==> src/rtl/conway_serial_pkg.sv <==
// Shared types for the Conway board serial link: transmitter FSM states and
// a helper that sizes the bit counter.
package conway_serial_pkg;

  typedef enum logic [0:0] {
    P2S_IDLE  = 1'b0,
    P2S_SHIFT = 1'b1
  } p2s_state_e;

  // Counter width for a DATA_SIZE-bit frame; never below 1 bit.
  function automatic int p2s_cnt_w(input int width);
    return (width < 2) ? 1 : $clog2(width);
  endfunction

endpackage

==> src/rtl/p2s_hold_buffer.sv <==
// One-entry holding register for the serial transmitter. It takes the next
// word while a frame is still shifting so frames can run without a gap.
module p2s_hold_buffer #(
  parameter int DATA_SIZE = 64
) (
  input  logic                 clk,
  input  logic                 rst,
  input  logic                 push,
  input  logic                 pop,
  input  logic [DATA_SIZE-1:0] din,
  output logic [DATA_SIZE-1:0] dout,
  output logic                 full
);

  always_ff @(posedge clk) begin
    if (rst) begin
      full <= 1'b0;
      dout <= '0;
    end else if (push) begin
      full <= 1'b1;
      dout <= din;
    end else if (pop) begin
      full <= 1'b0;
    end
  end

endmodule

==> src/rtl/parallel_to_serial.sv <==
// Parallel-to-serial transmitter, MSB first, valid/ready on both sides.
// Optional macro PARALLEL_TO_SERIAL_HOLD_BUFFER_EN adds a one-word holding register.
module parallel_to_serial
  import conway_serial_pkg::*;
#(
  parameter int DATA_SIZE = 64
) (
  input  logic                 clk,
  input  logic                 rst,
  input  logic [DATA_SIZE-1:0] load_data,
  input  logic                 load_valid,
  output logic                 load_ready,
  output logic                 data_out,
  output logic                 out_valid,
  input  logic                 out_ready,
  output logic                 busy,
  output logic                 done
);

  localparam int CW = p2s_cnt_w(DATA_SIZE);
  localparam logic [CW-1:0] CNT_LAST = CW'(DATA_SIZE - 1);

  p2s_state_e           state;
  logic [DATA_SIZE-1:0] shreg;
  logic [CW-1:0]        count;
  logic                 load_beat;
  logic                 bit_beat;
  logic                 last_beat;

  assign out_valid = !rst && (state == P2S_SHIFT);
  assign busy      = out_valid;
  assign data_out  = out_valid && shreg[DATA_SIZE-1];
  assign load_beat = load_valid && load_ready;
  assign bit_beat  = out_valid && out_ready;
  assign last_beat = bit_beat && (count == '0);

`ifdef PARALLEL_TO_SERIAL_HOLD_BUFFER_EN
  logic                 hold_full;
  logic [DATA_SIZE-1:0] hold;
  logic                 hold_push;
  logic                 hold_pop;

  assign load_ready = !rst && !hold_full;
  // A load on the last beat with an empty hold bypasses straight into shreg.
  assign hold_push  = load_beat && (state == P2S_SHIFT) && !last_beat;
  assign hold_pop   = last_beat && hold_full;

  p2s_hold_buffer #(.DATA_SIZE(DATA_SIZE)) u_hold (
    .clk  (clk),
    .rst  (rst),
    .push (hold_push),
    .pop  (hold_pop),
    .din  (load_data),
    .dout (hold),
    .full (hold_full)
  );
`else
  assign load_ready = !rst && (state == P2S_IDLE);
`endif

  always_ff @(posedge clk) begin
    if (rst) begin
      state <= P2S_IDLE;
      shreg <= '0;
      count <= '0;
      done  <= 1'b0;
    end else begin
      done <= last_beat;
      case (state)
        P2S_IDLE: begin
          if (load_beat) begin
            shreg <= load_data;
            count <= CNT_LAST;
            state <= P2S_SHIFT;
          end
        end
        P2S_SHIFT: begin
          if (bit_beat) begin
            if (count != '0) begin
              shreg <= {shreg[DATA_SIZE-2:0], 1'b0};
              count <= count - CW'(1);
            end else begin
`ifdef PARALLEL_TO_SERIAL_HOLD_BUFFER_EN
              if (hold_full) begin
                shreg <= hold;
                count <= CNT_LAST;
              end else if (load_beat) begin
                shreg <= load_data;
                count <= CNT_LAST;
              end else begin
                state <= P2S_IDLE;
              end
`else
              state <= P2S_IDLE;
`endif
            end
          end
        end
        default: state <= P2S_IDLE;
      endcase
    end
  end

endmodule

==> config.mk <==
export PLATFORM = sky130hd
export DESIGN_NAME = parallel_to_serial
export DESIGN_NICKNAME = d
export VERILOG_FILES = /design/src/rtl/conway_serial_pkg.sv /design/src/rtl/p2s_hold_buffer.sv /design/src/rtl/parallel_to_serial.sv
export SDC_FILE = /design/constraint.sdc
export NUM_CORES = 1
export LEC_CHECK = 0
export ABC_AREA = 1
export CORE_MARGIN = 10
export CORE_UTILIZATION = 30
export DETAILED_ROUTE_END_ITERATION = 16
export GPL_ROUTABILITY_DRIVEN = 0
export HOLD_SLACK_MARGIN = 0.05
export RECOVER_POWER = 50
export REMOVE_ABC_BUFFERS = 1
export SLEW_MARGIN = 20
export SYNTH_ARGS = -nofsm -noshare
export SYNTH_HDL_FRONTEND = slang
export SYNTH_SLANG_ARGS = --single-unit
==> constraint.sdc <==
create_clock -name clk -period 4.5 [get_ports clk]
set_clock_uncertainty 0.05 [all_clocks]
set_input_delay 0.675 -clock clk [delete_from_list [all_inputs] [get_ports clk]]
set_output_delay 0.675 -clock clk [all_outputs]
set_load 0.1 [all_outputs]
==> flow_metrics.tcl <==
set metrics [dict create \
    status "complete, no violations" \
    grtUsageTotal_pct 10.9 \
    synth_mux_area_share_pct 0 \
    min_period_over_period_pct 78.2 \
    worst-path-buf-inv 2 \
    yosys.area.top_type_share_pct 41.3 \
    max_freq_ghz 0.284 \
    syn_area_per_cell_um2 6.31 \
    tightestPinTransition_ns 1.44 \
    min_period_ns 3.52 \
    internal_power_mw 1.44 \
    synthSimpleGateAreaFrac_pct 40.4 \
    seq_area_frac_synth_pct 41.3 \
    drt_iter0_drc 218 \
    drt_wl_total_mm 8.66 \
    pin_count 73 \
    worstPathMaxFanout 40 \
    area_growth_syn_to_layout_pct 28.8 \
    grt-ovfl-total 0 \
    rsz0062_at_grt "no" \
    grt_antenna_before_repair 0 \
    cts_tree "yes" \
    max_stage_delay_ns 0.88 \
    whs_ns 0.431 \
    die_area_mm2 0.0163 \
    ys_top_cells_by_area "dfxtp_1 41%, nand2_1 22%, nor2_1 15%, o21ai_0 8.8%, buf_4 1.5%" \
    ys_ff_latch 72 \
    cp_data_required_time_ns 3.77 \
    p_comb_share_pct 23.6 \
    post_drt_wl_per_cell_um 11.6 \
    p_clk_share_pct 36.9 \
    synth_top_cell_by_area "dfxtp_1" \
    ys_warn_count 0 \
    p_leak_nw 2.00 \
    synth_xor_xnor_area_share_pct 0.251 \
    fillers 1264 \
    grt_pass1_wl_mm 15.0 \
    grt_pass1_vias 3325 \
    htree_levels 3 \
    clockBufferDepth 2 \
    p_seq_share_pct 39.4 \
    maxCapViolCount 0 \
    power_density_mw_per_mm2 461 \
    hpwl_mm 5.70 \
    crit_family "buffers and inverters" \
    startpoint_type "register" \
    crit_chain "buf_4 > nand2_1 > nor2_1 > clkbuf_1" \
    maxSlewViolCount 0 \
    grt_max_degree 70 \
    synth_compound_area_share_pct 10.3 \
    hold_buffers 0 \
    r2r_slack_ns 1.09 \
    clkLatencyLatePin_ns 0.33 \
    hold_path_class "register to register" \
    tns_ns 0 \
    end_kind "output pin" \
    clock-sinks 72 \
    clkTransAtPathRegs_ns 0.06 \
    swShare_pct 30.2 \
    synthCells 552 \
    ir_drop_mv 0.173 \
    antenna_left 0 \
    coreArea_mm2 0.0114 \
    drive_gt1_share_pct 4.62 \
    cts_buffers 9 \
    synthAdderAreaFrac_pct 0.718 \
    critical_path_arrival_ns 2.79 \
    slew_headroom_pct 4.14 \
    drc 0 \
    mostFrequentLayoutCells "204 x nand2_1, 137 x nor2_1, 71 x dfxtp_1" \
    root_buffer "clkbuf_16" \
    viasPerCell 4.47 \
    slowest_stage "clkbuf_1" \
    io_buffers 72 \
    die_x_um 128 \
    cts_setup_buffers 0 \
    dieHeight_um 128 \
    criticalPathCategory "register to output pin" \
    postCtsResizedCells 0 \
    layout_commonest_cell "nand2_1" \
    fp-row-count 39 \
    start_util_pct 30.5 \
    switchingPower_mw 0.625 \
    ys_types 26 \
    setup_violations 0 \
    finalHoldViolations 0 \
    synth_top_family_by_area "simple AND/OR/NAND/NOR gates" \
    synth_area_mm2 0.00349 \
    drtPass1Iterations 4 \
    antennaDiodeCount 0 \
    final_nets 671 \
    vias 3346 \
]
-- cell families (layout without fill, tap and decap cells) --
logic type,after synthesis,in the layout
adder cells (fa/ha/maj),2,2
AO/OA/AOI/OAI,71,71
buffers and inverters,47,101
flip-flops,72,72
AND/OR/NAND/NOR,359,359
XOR/XNOR,1,1
-- metrics by stage --
stage	power (mW)	util (%)	instance area, um2	std cells	setup slack [ns]
finish	2.07	39.3	4490	749	0.980
detailed placement	1.33	36.9	4210	733	1.58
CTS	2.10	39.7	4540	749	1.63
floorplan	1.16	-	3280	515	0.630
global route	2.21	39.3	4490	749	0.572
global placement	1.32	36.9	4210	733	1.64
-- flip-flops by register name, indices dropped and copies added (netlist names) --
register / flops
shreg: 64
count: 6
done: 1
state: 1
-- area by class of cell --
type | count | area [um2] | share of cell area (%)
multi-input combinational | 433 | 1770 | 39.5
sequential | 72 | 1440 | 32.1
tap | 143 | 179 | 3.99
timing repair buffer | 75 | 731 | 16.3
inverter | 10 | 38.8 | 0.864
clock inverter | 5 | 80.1 | 1.78
clock buffer | 11 | 243 | 5.41
-- worst paths after layout --
path,from,end,cells past startpoint
setup / recovery,state,data_out,4
hold / removal,shreg[63],shreg[63],2
setup reg to reg,state,shreg[7],8
hold reg to reg,shreg[63],shreg[63],2
-- power groups by stage --
stage | clock (mW) | combinational [mW] | sequential (mW)
CTS | 0.779 | 0.505 | 0.816
finish | 0.764 | 0.488 | 0.816
global placement | 0 | 0.493 | 0.824
floorplan | 0 | 0.342 | 0.823
detailed placement | 0 | 0.504 | 0.828
global route | 0.808 | 0.574 | 0.829
-- worst register-to-register path: stages (launching register included) --
cell and delay [ns]:
dfxtp_2 0.71, buf_4 0.51, nand2_1 0.23, nor2_1 0.20, nor2_1 0.10, a21oi_2 1.06
buf_12 0.31, nor2_1 0.07, nor2_1 0.11
-- cells in the mapped netlist, drive strengths merged --
cell type  number
clkbuf         16
nor3            1
o21ai          65
a21oi           6
ha              2
nand3           9
nor2          138
or2             1
inv            10
nand3b          1
nand4           1
dfxtp          72
buf            21
nand2         208
xnor2           1
-- per-layer routing --
layer	part of all wire (%)	GRT usage (%)	vias up
met5	0	0	-
met4	1.5	4.37	0
met3	6.1	3.10	11
met2	48	18.8	69
met1	45	12.3	1464
li1	-	-	1802
No activity file was read; power rests on OpenSTA's default activity.
